$ cat config.mk
export PLATFORM = sky130hd
export DESIGN_NAME = id_ex_stage_flat
export DESIGN_NICKNAME = d
export VERILOG_FILES = /design/src/rtl/id_ex_stage_if.sv /design/src/rtl/id_ex_stage.sv /design/src/flat_wrapper.sv
export SDC_FILE = /design/constraint.sdc
export NUM_CORES = 1
export LEC_CHECK = 0
export CAP_MARGIN = 20
export CORE_ASPECT_RATIO = 0.75
export CORE_MARGIN = 1.5
export CORE_UTILIZATION = 38
export CTS_BUF_LIST = sky130_fd_sc_hd__clkbuf_4 sky130_fd_sc_hd__clkbuf_8
export DETAILED_ROUTE_END_ITERATION = 10
export PLACE_DENSITY = 0.79
export SLEW_MARGIN = 20
export SYNTH_ARGS = -nofsm -noshare
export SYNTH_HDL_FRONTEND = slang
export SYNTH_SLANG_ARGS = --single-unit
$ cat constraint.sdc
create_clock -name clk -period 3.95 [get_ports clk]
set_input_delay 1.185 -clock clk [delete_from_list [all_inputs] [get_ports clk]]
set_output_delay 1.185 -clock clk [all_outputs]
set_load 0.01 [all_outputs]
$ cat src/rtl/id_ex_stage_if.sv
// ID/EX boundary bundle: decoded ID fields and forwarding sources in, EX state and operands out.
// Optional counters bubble_cnt/flush_cnt exist only when ID_EX_PERF_CNT_EN is defined.
interface id_ex_stage_if #(
    parameter int DATA_W = 32,
    parameter int REG_AW = 5
);
    logic              freeze;
    logic              flush;
    logic              id_valid;
    logic [REG_AW-1:0] id_rs;
    logic [REG_AW-1:0] id_rt;
    logic              id_uses_rt;
    logic [REG_AW-1:0] id_rd;
    logic [DATA_W-1:0] id_rdata1;
    logic [DATA_W-1:0] id_rdata2;
    logic [DATA_W-1:0] id_imm;
    logic [3:0]        id_alu_op;
    logic              id_alu_src;
    logic              id_reg_write;
    logic              id_mem_read;
    logic              id_mem_write;
    logic              id_mem_to_reg;
    logic              mem_reg_write;
    logic [REG_AW-1:0] mem_rd;
    logic [DATA_W-1:0] mem_data;
    logic              wb_reg_write;
    logic [REG_AW-1:0] wb_rd;
    logic [DATA_W-1:0] wb_data;

    logic              hazard_stall;
    logic              ex_valid;
    logic [REG_AW-1:0] ex_rd;
    logic [3:0]        ex_alu_op;
    logic              ex_reg_write;
    logic              ex_mem_read;
    logic              ex_mem_write;
    logic              ex_mem_to_reg;
    logic [DATA_W-1:0] ex_opa;
    logic [DATA_W-1:0] ex_opb;
    logic [DATA_W-1:0] ex_store_data;
`ifdef ID_EX_PERF_CNT_EN
    logic [31:0]       bubble_cnt;
    logic [31:0]       flush_cnt;
`endif

    modport slave (
        input  freeze, flush, id_valid, id_rs, id_rt, id_uses_rt, id_rd,
               id_rdata1, id_rdata2, id_imm, id_alu_op, id_alu_src,
               id_reg_write, id_mem_read, id_mem_write, id_mem_to_reg,
               mem_reg_write, mem_rd, mem_data, wb_reg_write, wb_rd, wb_data,
        output hazard_stall, ex_valid, ex_rd, ex_alu_op, ex_reg_write,
               ex_mem_read, ex_mem_write, ex_mem_to_reg,
`ifdef ID_EX_PERF_CNT_EN
               bubble_cnt, flush_cnt,
`endif
               ex_opa, ex_opb, ex_store_data
    );

    modport master (
        output freeze, flush, id_valid, id_rs, id_rt, id_uses_rt, id_rd,
               id_rdata1, id_rdata2, id_imm, id_alu_op, id_alu_src,
               id_reg_write, id_mem_read, id_mem_write, id_mem_to_reg,
               mem_reg_write, mem_rd, mem_data, wb_reg_write, wb_rd, wb_data,
        input  hazard_stall, ex_valid, ex_rd, ex_alu_op, ex_reg_write,
               ex_mem_read, ex_mem_write, ex_mem_to_reg,
`ifdef ID_EX_PERF_CNT_EN
               bubble_cnt, flush_cnt,
`endif
               ex_opa, ex_opb, ex_store_data
    );
endinterface

$ cat src/rtl/id_ex_stage.sv
// ID/EX pipeline register with load-use bubble insertion, freeze-deferred flush and MEM/WB forwarding.
// Define ID_EX_PERF_CNT_EN to add saturating bubble/flush event counters.
module id_ex_stage #(
    parameter int DATA_W = 32,
    parameter int REG_AW = 5
) (
    input  logic           clk,
    input  logic           rst_n,
    id_ex_stage_if.slave   bus
);
    logic              r_valid;
    logic [REG_AW-1:0] r_rd;
    logic [REG_AW-1:0] r_rs;
    logic [REG_AW-1:0] r_rt;
    logic [3:0]        r_alu_op;
    logic              r_reg_write;
    logic              r_mem_read;
    logic              r_mem_write;
    logic              r_mem_to_reg;
    logic              r_alu_src;
    logic [DATA_W-1:0] r_rdata1;
    logic [DATA_W-1:0] r_rdata2;
    logic [DATA_W-1:0] r_imm;
    logic              r_flush_pending;

    logic w_hazard;
    logic w_kill;
    logic w_ctl_en;

    // A load in EX cannot supply its result to the instruction right behind it.
    assign w_hazard = bus.id_valid & r_valid & r_mem_read & (|r_rd) &
                      ((r_rd == bus.id_rs) | (bus.id_uses_rt & (r_rd == bus.id_rt)));
    assign w_kill   = bus.flush | r_flush_pending;
    assign w_ctl_en = bus.id_valid;

    always_ff @(posedge clk) begin
        if (!rst_n) begin
            r_valid         <= 1'b0;
            r_rd            <= '0;
            r_rs            <= '0;
            r_rt            <= '0;
            r_alu_op        <= '0;
            r_reg_write     <= 1'b0;
            r_mem_read      <= 1'b0;
            r_mem_write     <= 1'b0;
            r_mem_to_reg    <= 1'b0;
            r_alu_src       <= 1'b0;
            r_rdata1        <= '0;
            r_rdata2        <= '0;
            r_imm           <= '0;
            r_flush_pending <= 1'b0;
        end else if (bus.freeze) begin
            // A flush seen while frozen must still kill the next instruction once the pipe moves.
            if (bus.flush) begin
                r_flush_pending <= 1'b1;
            end
        end else if (w_kill || w_hazard) begin
            r_valid         <= 1'b0;
            r_rd            <= '0;
            r_rs            <= '0;
            r_rt            <= '0;
            r_alu_op        <= '0;
            r_reg_write     <= 1'b0;
            r_mem_read      <= 1'b0;
            r_mem_write     <= 1'b0;
            r_mem_to_reg    <= 1'b0;
            r_alu_src       <= 1'b0;
            r_rdata1        <= '0;
            r_rdata2        <= '0;
            r_imm           <= '0;
            r_flush_pending <= 1'b0;
        end else begin
            r_valid         <= bus.id_valid;
            r_rd            <= bus.id_rd;
            r_rs            <= bus.id_rs;
            r_rt            <= bus.id_rt;
            r_alu_op        <= bus.id_alu_op;
            r_reg_write     <= bus.id_reg_write  & w_ctl_en;
            r_mem_read      <= bus.id_mem_read   & w_ctl_en;
            r_mem_write     <= bus.id_mem_write  & w_ctl_en;
            r_mem_to_reg    <= bus.id_mem_to_reg & w_ctl_en;
            r_alu_src       <= bus.id_alu_src;
            r_rdata1        <= bus.id_rdata1;
            r_rdata2        <= bus.id_rdata2;
            r_imm           <= bus.id_imm;
            r_flush_pending <= 1'b0;
        end
    end

    // Path 0 forwards rs, path 1 forwards rt; the younger MEM result beats WB.
    logic [REG_AW-1:0] w_src_idx   [2];
    logic [DATA_W-1:0] w_src_rdata [2];
    logic [DATA_W-1:0] w_fwd       [2];

    assign w_src_idx[0]   = r_rs;
    assign w_src_idx[1]   = r_rt;
    assign w_src_rdata[0] = r_rdata1;
    assign w_src_rdata[1] = r_rdata2;

    genvar gi;
    generate
        for (gi = 0; gi < 2; gi++) begin : g_fwd
            logic w_mem_hit;
            logic w_wb_hit;
            assign w_mem_hit = bus.mem_reg_write & (|bus.mem_rd) & (bus.mem_rd == w_src_idx[gi]);
            assign w_wb_hit  = bus.wb_reg_write  & (|bus.wb_rd)  & (bus.wb_rd  == w_src_idx[gi]);
            assign w_fwd[gi] = w_mem_hit ? bus.mem_data :
                               w_wb_hit  ? bus.wb_data  : w_src_rdata[gi];
        end
    endgenerate

    assign bus.hazard_stall  = w_hazard;
    assign bus.ex_valid      = r_valid;
    assign bus.ex_rd         = r_rd;
    assign bus.ex_alu_op     = r_alu_op;
    assign bus.ex_reg_write  = r_reg_write;
    assign bus.ex_mem_read   = r_mem_read;
    assign bus.ex_mem_write  = r_mem_write;
    assign bus.ex_mem_to_reg = r_mem_to_reg;
    assign bus.ex_opa        = w_fwd[0];
    assign bus.ex_opb        = r_alu_src ? r_imm : w_fwd[1];
    assign bus.ex_store_data = w_fwd[1];

`ifdef ID_EX_PERF_CNT_EN
    logic [31:0] r_bubble_cnt;
    logic [31:0] r_flush_cnt;

    always_ff @(posedge clk) begin
        if (!rst_n) begin
            r_bubble_cnt <= '0;
            r_flush_cnt  <= '0;
        end else if (!bus.freeze) begin
            if (w_kill && (r_flush_cnt != 32'hFFFF_FFFF)) begin
                r_flush_cnt <= r_flush_cnt + 32'd1;
            end
            if (!w_kill && w_hazard && (r_bubble_cnt != 32'hFFFF_FFFF)) begin
                r_bubble_cnt <= r_bubble_cnt + 32'd1;
            end
        end
    end

    assign bus.bubble_cnt = r_bubble_cnt;
    assign bus.flush_cnt  = r_flush_cnt;
`endif
endmodule

$ cat src/flat_wrapper.sv
// flat-port wrapper written by rule: the top's interface ports become plain ports
module id_ex_stage_flat 
#(
    parameter int DATA_W = 32,
    parameter int REG_AW = 5
)
  (clk, rst_n, bus_freeze, bus_flush, bus_id_valid, bus_id_rs, bus_id_rt, bus_id_uses_rt, bus_id_rd, bus_id_rdata1, bus_id_rdata2, bus_id_imm, bus_id_alu_op, bus_id_alu_src, bus_id_reg_write, bus_id_mem_read, bus_id_mem_write, bus_id_mem_to_reg, bus_mem_reg_write, bus_mem_rd, bus_mem_data, bus_wb_reg_write, bus_wb_rd, bus_wb_data, bus_hazard_stall, bus_ex_valid, bus_ex_rd, bus_ex_alu_op, bus_ex_reg_write, bus_ex_mem_read, bus_ex_mem_write, bus_ex_mem_to_reg, bus_ex_opa, bus_ex_opb, bus_ex_store_data);
  id_ex_stage_if #(.DATA_W(DATA_W), .REG_AW(REG_AW)) bus_i ();
  input  logic clk;
  input  logic rst_n;
  input wire logic [$bits(bus_i.freeze)-1:0] bus_freeze;
  input wire logic [$bits(bus_i.flush)-1:0] bus_flush;
  input wire logic [$bits(bus_i.id_valid)-1:0] bus_id_valid;
  input wire logic [$bits(bus_i.id_rs)-1:0] bus_id_rs;
  input wire logic [$bits(bus_i.id_rt)-1:0] bus_id_rt;
  input wire logic [$bits(bus_i.id_uses_rt)-1:0] bus_id_uses_rt;
  input wire logic [$bits(bus_i.id_rd)-1:0] bus_id_rd;
  input wire logic [$bits(bus_i.id_rdata1)-1:0] bus_id_rdata1;
  input wire logic [$bits(bus_i.id_rdata2)-1:0] bus_id_rdata2;
  input wire logic [$bits(bus_i.id_imm)-1:0] bus_id_imm;
  input wire logic [$bits(bus_i.id_alu_op)-1:0] bus_id_alu_op;
  input wire logic [$bits(bus_i.id_alu_src)-1:0] bus_id_alu_src;
  input wire logic [$bits(bus_i.id_reg_write)-1:0] bus_id_reg_write;
  input wire logic [$bits(bus_i.id_mem_read)-1:0] bus_id_mem_read;
  input wire logic [$bits(bus_i.id_mem_write)-1:0] bus_id_mem_write;
  input wire logic [$bits(bus_i.id_mem_to_reg)-1:0] bus_id_mem_to_reg;
  input wire logic [$bits(bus_i.mem_reg_write)-1:0] bus_mem_reg_write;
  input wire logic [$bits(bus_i.mem_rd)-1:0] bus_mem_rd;
  input wire logic [$bits(bus_i.mem_data)-1:0] bus_mem_data;
  input wire logic [$bits(bus_i.wb_reg_write)-1:0] bus_wb_reg_write;
  input wire logic [$bits(bus_i.wb_rd)-1:0] bus_wb_rd;
  input wire logic [$bits(bus_i.wb_data)-1:0] bus_wb_data;
  output wire logic [$bits(bus_i.hazard_stall)-1:0] bus_hazard_stall;
  output wire logic [$bits(bus_i.ex_valid)-1:0] bus_ex_valid;
  output wire logic [$bits(bus_i.ex_rd)-1:0] bus_ex_rd;
  output wire logic [$bits(bus_i.ex_alu_op)-1:0] bus_ex_alu_op;
  output wire logic [$bits(bus_i.ex_reg_write)-1:0] bus_ex_reg_write;
  output wire logic [$bits(bus_i.ex_mem_read)-1:0] bus_ex_mem_read;
  output wire logic [$bits(bus_i.ex_mem_write)-1:0] bus_ex_mem_write;
  output wire logic [$bits(bus_i.ex_mem_to_reg)-1:0] bus_ex_mem_to_reg;
  output wire logic [$bits(bus_i.ex_opa)-1:0] bus_ex_opa;
  output wire logic [$bits(bus_i.ex_opb)-1:0] bus_ex_opb;
  output wire logic [$bits(bus_i.ex_store_data)-1:0] bus_ex_store_data;
  assign bus_i.freeze = bus_freeze;
  assign bus_i.flush = bus_flush;
  assign bus_i.id_valid = bus_id_valid;
  assign bus_i.id_rs = bus_id_rs;
  assign bus_i.id_rt = bus_id_rt;
  assign bus_i.id_uses_rt = bus_id_uses_rt;
  assign bus_i.id_rd = bus_id_rd;
  assign bus_i.id_rdata1 = bus_id_rdata1;
  assign bus_i.id_rdata2 = bus_id_rdata2;
  assign bus_i.id_imm = bus_id_imm;
  assign bus_i.id_alu_op = bus_id_alu_op;
  assign bus_i.id_alu_src = bus_id_alu_src;
  assign bus_i.id_reg_write = bus_id_reg_write;
  assign bus_i.id_mem_read = bus_id_mem_read;
  assign bus_i.id_mem_write = bus_id_mem_write;
  assign bus_i.id_mem_to_reg = bus_id_mem_to_reg;
  assign bus_i.mem_reg_write = bus_mem_reg_write;
  assign bus_i.mem_rd = bus_mem_rd;
  assign bus_i.mem_data = bus_mem_data;
  assign bus_i.wb_reg_write = bus_wb_reg_write;
  assign bus_i.wb_rd = bus_wb_rd;
  assign bus_i.wb_data = bus_wb_data;
  assign bus_hazard_stall = bus_i.hazard_stall;
  assign bus_ex_valid = bus_i.ex_valid;
  assign bus_ex_rd = bus_i.ex_rd;
  assign bus_ex_alu_op = bus_i.ex_alu_op;
  assign bus_ex_reg_write = bus_i.ex_reg_write;
  assign bus_ex_mem_read = bus_i.ex_mem_read;
  assign bus_ex_mem_write = bus_i.ex_mem_write;
  assign bus_ex_mem_to_reg = bus_i.ex_mem_to_reg;
  assign bus_ex_opa = bus_i.ex_opa;
  assign bus_ex_opb = bus_i.ex_opb;
  assign bus_ex_store_data = bus_i.ex_store_data;
  id_ex_stage #(.DATA_W(DATA_W), .REG_AW(REG_AW)) u_core (.clk(clk), .rst_n(rst_n), .bus(bus_i));
endmodule
==> flow_summary.ini, run 1 <==
[global_routing]
grt_pass1_vias = 8223
grt_start_max_net_pins = 72
grt_pass1_wl_mm = 47.8
antenna_found_initial = 0
grt_overflow = 0
grt_usage = 0.355

[timing]
rsz0062_at_grt = true
period_share = 1.12
setup_viol_count_final = 96
min_period_ns = 4.42
maxSlewViolCount = 0
relSlewSlack = 0.596
hold_viol_final = 0
fmax_ghz = 0.226
setup_ws_ns = -0.474
worst_slew_pin_slew_ns = 0.607
skew_ns = 0.0176

[synth]
async_flop_share = 0
syn_inst = 701
synth.mux.area_fraction = 0.0978
ys_seq_area_frac = 0.376
synth_nets = 903
syn_avg_cell_area_um2 = 9.27
synth_cell_types = 37
yosysWarnings = 0
synth_compound_area_frac = 0.285
yosys.area_share.simple = 0.148
synth_top_family_by_area = compound AO/OA/AOI/OAI gates
synth-edff-count = 0
ys.flop_type = dfxtp_1
synthXorXnorAreaFrac = 0.0404
synth_fa_ha_area_frac = 0
synthesis.area_um2 = 6500
ys_seq_elements = 122

[placement]
io_buffers = 312
gp_congestion = 0.833
placedCellCount = 1245
place_ws_ns = -1.28
dp_hpwl_mm = 19.7

[clock_tree]
numCtsBuffers = 17
htreeDepth = 4
cts-root-buf = clkbuf_8
cts_tree = done
cts_num_sinks = 122
postCtsHoldBufs = 0
clk_latency_ns = 0.45
path_clk_slew_ns = 0.07
clock_path_buffers = 2

[critical_path]
slowest_delay_ns = 0.57
path_max_fanout = 7
path_cells = buf_8 -> or4_4 -> o211ai_4 -> or2_4 -> buf_12 -> buf_12 -> a31oi_4 -> buf_6 -> mux2_4 -> buf_6
crit_path_top_delay_cell = or4_4
critPathKind = input port to primary output
worstPathRequired_ns = 2.76
cp.buffers_inverters = 5
critPathCaptureType = primary output
cp-start-kind = input port
crit_arrival_ns = 3.24
critPathTopFamily = simple AND/OR/NAND/NOR gates

[floorplanning]
die_width_um = 154
die_y_um = 116
rows = 41
die_area_um2 = 17900
start_util = 0.387
ioPinCount = 313
core_area_um2 = 16800

[route]
antenna_left = 0
drt-total-wl_mm = 34.0
vias = 8131
vias_per_cell = 5.89
drt_iter0_drc = 625
first_pass_iters = 5
wl_per_cell_um = 24.6
drc_errors = 0

[run]
drv_cap = 0

[final_layout]
nets = 1353
layout-drive-gt1-share = 0.463
top_regs = u_core.r_imm: 32 flops, u_core.r_rdata1: 32 flops, u_core.r_rdata2: 32 flops
post-route-util = 0.811
syn_to_final_growth_pct = 109
stdcell_count = 1380

[pwr]
power_density_nw_per_um2 = 267
peakVddDrop_v = 0.000228
leakage_nw = 5.25

[min_path]
holdCritPathClass = flip-flop to flip-flop

[run_status]
violations = setup timing
status = complete, but fails checks
[final cells by class]
class / count / area [um^2]
diodes: 1 / 2.50
repair buffers: 510 / 5350
fillers: 1018 / 3160
clock inverters: 11 / 168
clock buffers: 21 / 283
multi-input cells: 500 / 5100
flip-flops and latches: 122 / 2440
well taps: 215 / 269
[stage by stage]
| step | setup TNS [ns] | hold slack [ns] | total power [mW] | area, um^2 |
|---|---|---|---|---|
| finish | -29.49 | 0.474 | 3.63 | 13600 |
| global route | -33.68 | 0.491 | 3.75 | 13600 |
| global placement | -101.71 | 0.449 | 2.13 | 10700 |
| CTS | -26.38 | 0.472 | 3.57 | 13200 |
| floorplan | -0.401 | 0.437 | 1.63 | 6570 |
| detailed placement | -103.41 | 0.453 | 2.14 | 10700 |
[layout by cell type, fill, tap and decap left out, drive strengths merged, types with 2 or more instances in the layout]
cell           instances
and2                   3
clkdlybuf4s50        203
nor3                  30
bufinv                 4
clkinv                 5
nand4                  3
or4                    2
mux2                  28
or2                    2
dlygate4sd2            2
nand3                 31
clkdlybuf4s15          2
nor4b                  4
nand2                 35
buf                  300
nor4                  29
a32o                   4
clkinvlp               2
nor2                  45
o31ai                 32
a211oi                 4
dfxtp                122
a21oi                 34
xnor2                 21
mux2i                 32
xor2                   9
clkbuf                23
a31oi                 28
a22o                 117
[power by group]
group	internal (mW)	switching, mW	total (mW)
Sequential	1.28	0.0487	1.33
Combinational	0.576	0.439	1.01
Clock	0.744	0.549	1.29
[path summary, 6_finish.rpt]
check                                         start                 endpoint  slack [ns]  cells after the start
worst max-delay path                  bus_mem_rd[4]           bus_ex_opb[12]       -0.47                     10
worst min-delay path               u_core.r_imm[19]         u_core.r_imm[19]        0.47                      1
worst max register to register  u_core.bus.ex_rd[4]  u_core.bus.ex_reg_write        1.96                      7
worst min register to register     u_core.r_imm[19]         u_core.r_imm[19]        0.47                      1
[worst register-to-register path: stages (launching register included)]
cell     delay, ns
dfxtp_1       0.47
xnor2_1       0.13
nand4_1       0.08
o22ai_1       0.10
buf_4         0.15
a21oi_4       0.42
buf_4         0.36
a32o_1        0.23
[cells by family after synthesis]
| group | after synthesis |
|---|---|
| AOI/OAI and AO/OA | 222 |
| and+or+nand+nor | 188 |
| xor gates and xnor gates | 30 |
| DFF | 122 |
| muxes | 60 |
| buffers and inverters | 79 |
[cell usage after synthesis (4+ instances only)]
cell type  count  share of area
dfxtp_1      122           0.38
xnor2_1       21          0.028
nor2_1        45          0.026
buf_2         15          0.012
a22o_1       117           0.16
mux2_2        27          0.047
a31oi_1       28          0.027
a21oi_1       34          0.026
o31ai_1        6         0.0069
nand2_1       35          0.020
nor3_1        30          0.023
a211oi_2       4         0.0077
nor4_1        28          0.027
nand3_1       31          0.024
buf_1          8         0.0046
mux2i_1       32          0.049
nor4b_2        4         0.0092
o31ai_2       26          0.050
xor2_1         9          0.012
a32o_1         4         0.0062
clkbuf_1      52          0.030
[timing repair]
item	CTS	global route
buffers inserted	84	37
gates cloned	12	0
pin swaps	58	35
endpoints found under the setup margin	97	96
resized for setup	716	119
[layer usage]
metal	share of wire	global-route usage
met1	0.39	0.422
met2	0.49	0.606
met3	0.081	0.0946
met4	0.035	0.167
met5	0	0
Power figures use the tool's default switching activity.
==> run 2, diff against run 1 <==
--- a/config.mk
+++ b/config.mk
@@ -6,12 +6,14 @@
 export NUM_CORES = 1
 export LEC_CHECK = 0
 export CAP_MARGIN = 20
+export CELL_PAD_IN_SITES_DETAIL_PLACEMENT = 0
+export CELL_PAD_IN_SITES_GLOBAL_PLACEMENT = 1
 export CORE_ASPECT_RATIO = 0.75
 export CORE_MARGIN = 1.5
-export CORE_UTILIZATION = 38
-export CTS_BUF_LIST = sky130_fd_sc_hd__clkbuf_4 sky130_fd_sc_hd__clkbuf_8
+export CORE_UTILIZATION = 27
+export CTS_CLUSTER_SIZE = 16
 export DETAILED_ROUTE_END_ITERATION = 10
-export PLACE_DENSITY = 0.79
+export PLACE_DENSITY = 0.78
 export SLEW_MARGIN = 20
 export SYNTH_ARGS = -nofsm -noshare
 export SYNTH_HDL_FRONTEND = slang
==> run 2 against run 1 <==
Net effect:
- the run still ends with setup timing left
- global-route usage shrank 8.8 points
- design area grew 2.0%
- cell count grew 4.8%
- setup slack gained 0.041 ns
- first-iteration DRC count shrank 16%
- register-to-register slack lost 0.14 ns
- clock power grew 33%
- combinational power is essentially flat
- maximum frequency grew 0.94%
- clock-buffer cell count shrank 2
- critical path type unchanged
- critical endpoint is now bus_ex_opb[9]
- largest cell class is now multi-input gates
==> flow_summary.ini, run 2 (same netlist as run 1, synthesis figures left out) <==
[clock_tree]
path_clk_slew_ns = 0.05
numCtsBuffers = 17
postCtsHoldBufs = 0
cts-root-buf = clkbuf_16
cts_num_sinks = 122
htreeDepth = 4
clock_path_buffers = 2
clk_latency_ns = 0.43
cts_tree = done

[floorplanning]
core_area_um2 = 23300
die_area_um2 = 25000
rows = 48
start_util = 0.279
die_width_um = 182
ioPinCount = 313
die_y_um = 137

[final_layout]
mostFrequentLayoutCells = clkdlybuf4s50_1 (203), buf_6 (121), dfxtp_1 (121)
stdcell_count = 1446
final_common_cell = clkdlybuf4s50_1
syn_to_final_growth_pct = 114
top_regs = u_core.r_imm: 32 flops, u_core.r_rdata1: 32 flops, u_core.r_rdata2: 32 flops
diodes = 0
layout-drive-gt1-share = 0.470
fillers = 1899
nets = 1338

[placement]
placedCellCount = 1346
gp_congestion = 0.789
dp_hpwl_mm = 21.0
io_buffers = 312

[timing]
fmax_ghz = 0.228
relSlewSlack = 0.516
tns_ns = -21.76
rsz0062_at_grt = true
maxSlewViolCount = 0
skew_ns = 0.0129
setup_ws_ns = -0.433
period_share = 1.11
hold_viol_final = 0
min_period_ns = 4.38
setup_viol_count_final = 96
worst_slew_pin_slew_ns = 0.726

[pwr]
power_density_nw_per_um2 = 291
leakage_nw = 5.28
peakVddDrop_v = 0.000297

[critical_path]
crit_path_top_delay_cell = or4b_4
critPathTopFamily = simple AND/OR/NAND/NOR gates
critPathCaptureType = primary output
path_common_cell = buf_4
slowest_delay_ns = 0.57
crit_arrival_ns = 3.20
path_max_fanout = 6
critPathKind = input port to primary output
cp-start-kind = input port
path_cells = buf_4 -> xor2_2 -> or4b_4 -> or3_4 -> a211oi_2 -> buf_4 -> o31ai_2 -> buf_2
cp.buffers_inverters = 3
worstPathRequired_ns = 2.76

[route]
vias = 7879
wl_per_cell_um = 23.3
drt-total-wl_mm = 33.7
first_pass_iters = 5
drt_iter0_drc = 522
vias_per_cell = 5.45
drc_errors = 0
antenna_left = 0

[global_routing]
grt_start_max_net_pins = 123
grt_usage = 0.267
grt_overflow = 0
grt_pass1_wl_mm = 50.0
antenna_found_initial = 1
grt_pass1_vias = 8139

[run]
drv_cap = 0

[run_status]
violations = setup timing
status = complete, but fails checks

[min_path]
holdCritPathClass = flip-flop to flip-flop
## run 2: changes by cell type in the layout (fill, tap and decap cells not counted), sizes merged
| cell | change |
|---|---|
| bufbuf | -1 |
| clkbuf | -2 |
| clkinvlp | -2 |
| diode | -1 |
| buf | -12 |
| clkdlybuf4s15 | -2 |
| bufinv | +1 |
## run 2: what timing repair did
item                       in CTS  in global routing
pin swaps                      56                 35
setup buffers                  56                 24
setup endpoints to repair      97                 96
resized for setup             749                127
cloned                         10                  1
## run 2: final timing paths
path / from / end / slack (ns) / cells after the start
max reg2reg: u_core.bus.ex_rd[3] / u_core.bus.ex_alu_op[0] / 1.82 / 8
max: bus_wb_rd[2] / bus_ex_opb[9] / -0.43 / 8
min: u_core.bus.ex_mem_to_reg / u_core.bus.ex_mem_to_reg / 0.46 / 1
min reg2reg: u_core.bus.ex_mem_to_reg / u_core.bus.ex_mem_to_reg / 0.46 / 1
## run 2: final cells by class
cell class,count,area (um^2),area share
flip-flops and latches,122,2440,0.176
well taps,300,375,0.0270
multi-input cells,500,5320,0.383
repair buffers,495,5130,0.370
clock inverters,10,175,0.0126
clock buffers,19,443,0.0319
## run 2: per-stage QoR
stage | cell area [um^2] | power, mW | setup WS [ns] | hold WS [ns] | utilization
2_1_floorplan | 6570 | 1.63 | -0.0182 | 0.437 | -
3_3_place_gp | 10800 | 2.15 | -1.30 | 0.445 | 0.465
3_5_place_dp | 10800 | 2.15 | -1.34 | 0.451 | 0.465
4_1_cts | 13300 | 4.01 | -0.414 | 0.467 | 0.572
5_1_grt | 13900 | 4.18 | -0.492 | 0.484 | 0.596
6_report | 13900 | 4.05 | -0.433 | 0.464 | 0.596
## run 2: report_power, final
| group | internal [mW] | total, mW | switching [mW] |
|---|---|---|---|
| sequential | 1.28 | 1.33 | 0.0474 |
| combinational | 0.568 | 1.01 | 0.443 |
| clock | 1.12 | 1.71 | 0.590 |
| total | 2.97 | 4.05 | 1.08 |
## run 2: metal layers
| metal | routed length, um | part of all wire | GRT usage | up-vias |
|---|---|---|---|---|
| met5 | 12 | 0.00036 | 0 | - |
| met3 | 2830 | 0.084 | 0.0817 | 55 |
| li1 | - | - | - | 3558 |
| met1 | 13900 | 0.41 | 0.326 | 3870 |
| met2 | 16100 | 0.48 | 0.454 | 394 |
| met4 | 804 | 0.024 | 0.0771 | 2 |
